### config.mk
export PLATFORM = sky130hd
export DESIGN_NAME = matmul_scheduler_flat
export DESIGN_NICKNAME = d
export VERILOG_FILES = /design/src/rtl/matmul_scheduler_if.sv /design/src/rtl/matmul_scheduler.sv /design/src/flat_wrapper.sv
export SDC_FILE = /design/constraint.sdc
export NUM_CORES = 1
export LEC_CHECK = 0
export BUFFER_PORTS_ARGS = -buffer_cell sky130_fd_sc_hd__buf_2
export CELL_PAD_IN_SITES_DETAIL_PLACEMENT = 1
export CELL_PAD_IN_SITES_GLOBAL_PLACEMENT = 2
export CORE_MARGIN = 3
export CORE_UTILIZATION = 33
export CTS_BUF_LIST = sky130_fd_sc_hd__clkbuf_8 sky130_fd_sc_hd__clkbuf_16
export CTS_CLUSTER_SIZE = 20
export DETAILED_ROUTE_END_ITERATION = 8
export HOLD_SLACK_MARGIN = 0.06
export PLACE_DENSITY = 0.78
export SETUP_SLACK_MARGIN = 0.02
export SLEW_MARGIN = 20
export SYNTH_ARGS = -nofsm -noshare
export SYNTH_HDL_FRONTEND = slang
export SYNTH_SLANG_ARGS = --single-unit
export TNS_END_PERCENT = 5
### constraint.sdc
create_clock -name clk -period 5.1 [get_ports clk]
set_clock_uncertainty 0.2 [all_clocks]
set_input_delay 1.02 -clock clk [delete_from_list [all_inputs] [get_ports clk]]
set_output_delay 1.02 -clock clk [all_outputs]
set_load 0.02 [all_outputs]
### src/rtl/matmul_scheduler_if.sv
// Control and buffer-port bundle for matmul_scheduler: start/status toward the top-level FSM,
// read ports toward the A/B operand buffers and the write port toward the C result buffer.
interface matmul_scheduler_if #(
    parameter int unsigned DATA_W = 8,
    parameter int unsigned ADDR_W = 6
);
    logic              start;
    logic [3:0]        matrix_size;
    logic              a_rd_en;
    logic [ADDR_W-1:0] a_rd_addr;
    logic [DATA_W-1:0] a_rd_data;
    logic              b_rd_en;
    logic [ADDR_W-1:0] b_rd_addr;
    logic [DATA_W-1:0] b_rd_data;
    logic              c_wr_en;
    logic [ADDR_W-1:0] c_wr_addr;
    logic [15:0]       c_wr_data;
    logic              busy;
    logic              done;
    logic              size_err;

    // master: the scheduler itself
    modport master (
        input  start, matrix_size, a_rd_data, b_rd_data,
        output a_rd_en, a_rd_addr, b_rd_en, b_rd_addr,
        output c_wr_en, c_wr_addr, c_wr_data, busy, done, size_err
    );

    // slave: control FSM plus operand/result memories
    modport slave (
        output start, matrix_size, a_rd_data, b_rd_data,
        input  a_rd_en, a_rd_addr, b_rd_en, b_rd_addr,
        input  c_wr_en, c_wr_addr, c_wr_data, busy, done, size_err
    );
endinterface

### src/rtl/matmul_scheduler.sv
// Walks (i, j, k) for an N x N product, issuing A/B reads and C writes on a fixed schedule.
// Optional MATMUL_SATURATE_EN clamps C elements to 16'hFFFF instead of wrapping.
module matmul_scheduler #(
    parameter int unsigned MAX_N  = 8,
    parameter int unsigned DATA_W = 8,
    parameter int unsigned ACC_W  = 20,
    parameter int unsigned ADDR_W = 6
) (
    input logic clk,
    input logic rst,
    matmul_scheduler_if.master bus
);
    localparam int unsigned PROD_W = 2 * DATA_W;

    typedef enum logic [2:0] {StIdle, StFetch, StAcc, StWrite, StDone, StErr} state_e;

    state_e            state_q, state_d;
    logic [3:0]        n_q, i_q, j_q, k_q;
    logic [ACC_W-1:0]  acc_q;
    logic [ADDR_W-1:0] c_addr_q;
    logic [15:0]       c_data_q;

    logic              size_ok, last_i, last_j, last_k;
    logic [PROD_W-1:0] prod;
    logic [ADDR_W-1:0] c_addr_cur;
    logic [15:0]       c_res;

    assign size_ok    = (bus.matrix_size != 4'd0) && (bus.matrix_size <= 4'(MAX_N));
    assign last_i     = (i_q == n_q - 4'd1);
    assign last_j     = (j_q == n_q - 4'd1);
    assign last_k     = (k_q == n_q - 4'd1);
    assign prod       = PROD_W'(bus.a_rd_data) * PROD_W'(bus.b_rd_data);
    assign c_addr_cur = ADDR_W'(i_q) * ADDR_W'(n_q) + ADDR_W'(j_q);

`ifdef MATMUL_SATURATE_EN
    assign c_res = (acc_q > ACC_W'(16'hFFFF)) ? 16'hFFFF : acc_q[15:0];
`else
    logic unused_acc_hi;
    assign unused_acc_hi = ^acc_q[ACC_W-1:16];
    assign c_res         = acc_q[15:0];
`endif

    always_ff @(posedge clk) begin
        if (rst) begin
            state_q <= StIdle;
        end else begin
            state_q <= state_d;
        end
    end

    always_comb begin
        state_d = state_q;
        unique case (state_q)
            StIdle:  if (bus.start) state_d = size_ok ? StFetch : StErr;
            StFetch: if (last_k) state_d = StAcc;
            StAcc:   state_d = StWrite;
            StWrite: state_d = (last_i && last_j) ? StDone : StFetch;
            StDone:  state_d = StIdle;
            StErr:   state_d = StIdle;
            default: state_d = StIdle;
        endcase
    end

    always_comb begin
        bus.a_rd_en   = 1'b0;
        bus.b_rd_en   = 1'b0;
        bus.a_rd_addr = '0;
        bus.b_rd_addr = '0;
        bus.c_wr_en   = 1'b0;
        bus.c_wr_addr = c_addr_q;
        bus.c_wr_data = c_data_q;
        bus.busy      = 1'b0;
        bus.done      = 1'b0;
        bus.size_err  = 1'b0;
        unique case (state_q)
            StFetch: begin
                bus.a_rd_en   = 1'b1;
                bus.b_rd_en   = 1'b1;
                bus.a_rd_addr = ADDR_W'(i_q) * ADDR_W'(n_q) + ADDR_W'(k_q);
                bus.b_rd_addr = ADDR_W'(k_q) * ADDR_W'(n_q) + ADDR_W'(j_q);
                bus.busy      = 1'b1;
            end
            StAcc:   bus.busy = 1'b1;
            StWrite: begin
                bus.c_wr_en   = 1'b1;
                bus.c_wr_addr = c_addr_cur;
                bus.c_wr_data = c_res;
                bus.busy      = 1'b1;
            end
            StDone: begin
                bus.done = 1'b1;
                bus.busy = 1'b1;
            end
            StErr:   bus.size_err = 1'b1;
            default: ;
        endcase
    end

    // Each FETCH cycle folds in the product of the previous cycle's reads; ACC folds the last one.
    always_ff @(posedge clk) begin
        if (rst) begin
            n_q      <= '0;
            i_q      <= '0;
            j_q      <= '0;
            k_q      <= '0;
            acc_q    <= '0;
            c_addr_q <= '0;
            c_data_q <= '0;
        end else begin
            unique case (state_q)
                StIdle: begin
                    if (bus.start && size_ok) begin
                        n_q <= bus.matrix_size;
                        i_q <= '0;
                        j_q <= '0;
                        k_q <= '0;
                    end
                end
                StFetch: begin
                    acc_q <= (k_q == 4'd0) ? '0 : acc_q + ACC_W'(prod);
                    k_q   <= last_k ? 4'd0 : k_q + 4'd1;
                end
                StAcc: acc_q <= acc_q + ACC_W'(prod);
                StWrite: begin
                    c_addr_q <= c_addr_cur;
                    c_data_q <= c_res;
                    if (last_j) begin
                        j_q <= '0;
                        i_q <= last_i ? 4'd0 : i_q + 4'd1;
                    end else begin
                        j_q <= j_q + 4'd1;
                    end
                end
                default: ;
            endcase
        end
    end
endmodule

### src/flat_wrapper.sv
// flat-port wrapper written by rule: the top's interface ports become plain ports
module matmul_scheduler_flat 
#(
    parameter int unsigned MAX_N  = 8,
    parameter int unsigned DATA_W = 8,
    parameter int unsigned ACC_W  = 20,
    parameter int unsigned ADDR_W = 6
)
  (clk, rst, bus_start, bus_matrix_size, bus_a_rd_data, bus_b_rd_data, bus_a_rd_en, bus_a_rd_addr, bus_b_rd_en, bus_b_rd_addr, bus_c_wr_en, bus_c_wr_addr, bus_c_wr_data, bus_busy, bus_done, bus_size_err);
  matmul_scheduler_if #(.DATA_W(DATA_W), .ADDR_W(ADDR_W)) bus_i ();
  input logic clk;
  input logic rst;
  input wire logic [$bits(bus_i.start)-1:0] bus_start;
  input wire logic [$bits(bus_i.matrix_size)-1:0] bus_matrix_size;
  input wire logic [$bits(bus_i.a_rd_data)-1:0] bus_a_rd_data;
  input wire logic [$bits(bus_i.b_rd_data)-1:0] bus_b_rd_data;
  output wire logic [$bits(bus_i.a_rd_en)-1:0] bus_a_rd_en;
  output wire logic [$bits(bus_i.a_rd_addr)-1:0] bus_a_rd_addr;
  output wire logic [$bits(bus_i.b_rd_en)-1:0] bus_b_rd_en;
  output wire logic [$bits(bus_i.b_rd_addr)-1:0] bus_b_rd_addr;
  output wire logic [$bits(bus_i.c_wr_en)-1:0] bus_c_wr_en;
  output wire logic [$bits(bus_i.c_wr_addr)-1:0] bus_c_wr_addr;
  output wire logic [$bits(bus_i.c_wr_data)-1:0] bus_c_wr_data;
  output wire logic [$bits(bus_i.busy)-1:0] bus_busy;
  output wire logic [$bits(bus_i.done)-1:0] bus_done;
  output wire logic [$bits(bus_i.size_err)-1:0] bus_size_err;
  assign bus_i.start = bus_start;
  assign bus_i.matrix_size = bus_matrix_size;
  assign bus_i.a_rd_data = bus_a_rd_data;
  assign bus_i.b_rd_data = bus_b_rd_data;
  assign bus_a_rd_en = bus_i.a_rd_en;
  assign bus_a_rd_addr = bus_i.a_rd_addr;
  assign bus_b_rd_en = bus_i.b_rd_en;
  assign bus_b_rd_addr = bus_i.b_rd_addr;
  assign bus_c_wr_en = bus_i.c_wr_en;
  assign bus_c_wr_addr = bus_i.c_wr_addr;
  assign bus_c_wr_data = bus_i.c_wr_data;
  assign bus_busy = bus_i.busy;
  assign bus_done = bus_i.done;
  assign bus_size_err = bus_i.size_err;
  matmul_scheduler #(.MAX_N(MAX_N), .DATA_W(DATA_W), .ACC_W(ACC_W), .ADDR_W(ADDR_W)) u_core (.clk(clk), .rst(rst), .bus(bus_i));
endmodule
==> out/metrics.cfg <==
[critical_path]
crit_path_max_fanout=7
path_buf_inv=6
crit_family=adder cells
max_stage_delay_ns=0.54
r2r_end=u_core.acc_q[14]
end_kind=flip-flop
reg2reg_slack_ns=0.68
r2r_cells=15
crit_type=input pin to flip-flop
critPathMostFrequentCell=fa_1
worstPathCellList=clkbuf_4 > buf_4 > nand2_1 > fa_1 > fa_1 > inv_1 > fa_1 > inv_1 > fa_1 > inv_1 > ha_1 > nand4_1 > a2111oi_0 > buf_4 > nor4_1 > o31ai_1
critPathLaunchType=input pin
crit_path_top_delay_cell=fa_1
crit_arrival_ns=4.98
cp_data_required_time_ns=5.14
worstReg2RegStart=u_core.acc_q[6]

[power_and_ir_drop]
max-vdd-ir-drop_uv=280
leakage_nw=3.88
p_per_area_mw_per_mm2=456

[drt]
dr.pass1.iters=4
vias_per_cell=4.78
vias=5185
wl_per_cell_um=15.2
drt-total-wl_um=16500
drc=0
drt-initial-drc-count=133
ant_nets=0

[sta]
timing.fmax_mhz=203
fin_crit_ns=4.94
finalHoldViolCount=0
drv_slew=0
timing.hold.ws_ns=0.254
final.setup.tns_ns=0
tightest_slew_ns=0.899
setup_violations=0
slew_headroom_pct=39.9
fin_crit_sh_pct=96.8
rsz0062_at_grt=yes

[clock_network]
clk_latency_ns=0.33
clockRootBuffer=clkbuf_16
ctsHtreeMaxLevel=3
cts_sinks=57
cts_buffer_depth=2
postCtsHoldBufs=0
cts_buffers=9
tritoncts=done
clkSlewWorstSetupHoldPaths_ns=0.05

[min_path]
hp-start=u_core.acc_q[9]
min_to=u_core.acc_q[9]
hold_path.class=flip-flop to flip-flop
hold-path-cell-count=2

[layout]
drive_above_1_share_pct=17.0
nNetsFinal=999
final_common_cell=inv_1
final_util_pct=40.0
layout_common_cells=inv_1, nand2_1, ha_1
area_growth_pct=18.7
diodes=0

[global_routing]
grt_max_degree=42
grt_pass1_vias=5571
grt_overflow=0
gr-usage-all-layers_pct=16.6
antenna_found_initial=0
grt_pass1_wl_um=27900

[yosys]
synth-seq-area-share_pct=18.0
ys.flop_type=dfxtp_1
synthArstFlopShare_pct=0
syn_area_per_cell_um2=8.39
ys_types=64
synth_fp_nets=907
synth_edf_count=0
synth_area_mm2=0.00633
synth-seq-cells=57
netlist_instances=754
ys.warnings.count=0

[floorplan]
rows=50
fp.dieH_um=144
io-pin-count=63
die-area_mm2=0.0209
core-area_mm2=0.0188
initial_core_util_pct=33.7
die_w_um=144

[placement]
dp_hpwl_um=13300
gp_congestion=0.828
io_buffers=62

[run_status]
run_status=finished clean

[run]
timing.max_cap.violations=0

==> flip-flops by register name, indices dropped and copies added, names as in the netlist <==
| name | cells |
|---|---|
| u_core.acc_q | 16 |
| u_core.c_addr_q | 6 |
| u_core.c_data_q | 16 |
| u_core.i_q | 4 |
| u_core.j_q | 4 |
| u_core.k_q | 4 |
| u_core.n_q | 4 |
| u_core.state_q | 3 |
==> power breakdown <==
| part | switching [mW] | internal (mW) |
|---|---|---|
| sequential | 0.0793 | 0.513 |
| combinational | 1.23 | 0.965 |
| clock | 0.219 | 0.423 |
==> worst reg2reg max path, stage by stage (launching register included) <==
cell,delay [ns]
dfxtp_1,0.34
inv_1,0.08
fa_1,0.54
inv_1,0.05
fa_1,0.49
inv_1,0.05
fa_1,0.46
fa_1,0.54
inv_1,0.04
ha_1,0.34
a21o_1,0.18
a21oi_1,0.27
a2111oi_0,0.15
buf_4,0.16
o31a_1,0.24
o31ai_1,0.19
==> layout make-up <==
cell class                 count  area, um2
fill                        2242      11300
inverter                     129        484
timing repair buffer         109        668
sequential                    57       1150
multi-input combinational    540       4610
clock inverter                 7       86.3
tap                          234        293
clock buffer                   9        225
==> layer usage <==
| metal | wire length [um] | track usage [%] |
|---|---|---|
| met1 | 8290 | 23.6 |
| met5 | 0 | 0 |
| met3 | 384 | 2.48 |
| met4 | 170 | 3.04 |
| met2 | 7650 | 27.2 |
==> cells by family after synthesis <==
family | Yosys count | share of synthesized area (%)
AND/OR/NAND/NOR | 248 | 19.9
buffers and inverters | 157 | 9.55
adder cells (fa/ha/maj) | 130 | 33.1
AO/OA/AOI/OAI | 118 | 12.6
flip-flops | 57 | 18.0
XOR/XNOR | 39 | 6.05
multiplexers | 5 | 0.811
==> worst max path at each step <==
stage	startpoint	to	depth (start not counted)
floorplan	bus_b_rd_data[1]	u_core.acc_q[10]	15
global placement	bus_a_rd_data[4]	u_core.acc_q[15]	15
detailed placement	bus_a_rd_data[2]	u_core.acc_q[15]	14
CTS	u_core.i_q[0]	bus_c_wr_addr[5]	12
global route	bus_b_rd_data[7]	u_core.acc_q[15]	15
finish	bus_a_rd_data[5]	u_core.acc_q[14]	16
==> stage by stage <==
step,power (mW),std cells,setup WS (ns),instance area (um2)
final,3.42,1085,0.163,7510
after global routing,3.80,1085,0.00667,7510
after CTS,3.47,1084,0.0496,7480
after detailed placement,2.81,1068,-0.244,7160
after global placement,2.74,1068,-0.207,7160
after floorplan,2.03,754,0.0380,6330
==> cell usage after synthesis (3+ instances only) <==
cell       number  area share, %
a211oi_1        3           0.36
a21o_1         15            1.8
a21oi_1        34            2.7
a22oi_1         9            1.1
and2_1         53            5.2
and3_1          4           0.40
clkbuf_1       25            1.5
dfxtp_1        57             18
fa_1           62             20
ha_1           68             13
inv_1         128            7.6
mux2i_1         4           0.63
nand2_1        96            5.7
nand2b_1        3           0.30
nand3_1         8           0.63
nand4bb_1       3           0.53
nor2_1         34            2.0
nor2b_1        18            1.8
nor3_1          8           0.63
nor4_1          3           0.30
o211ai_1        4           0.47
o21a_1          4           0.47
o21ai_0        21            1.7
o31a_1          3           0.42
o31ai_1         3           0.36
or2_2           3           0.30
xnor2_1        19            2.6
xnor3_1         3            1.1
xor2_1         17            2.4
==> timing repair <==
| action | 4_1_cts | 5_1_grt |
|---|---|---|
| setup buffers | 0 | 1 |
| endpoints found under the hold margin | 0 | 0 |
| gates cloned | 0 | 0 |
| endpoints found under the setup margin | 1 | 5 |
| pin swaps | 1 | 6 |
| gates resized for setup | 2 | 12 |
(Power assumes the default switching activity.)
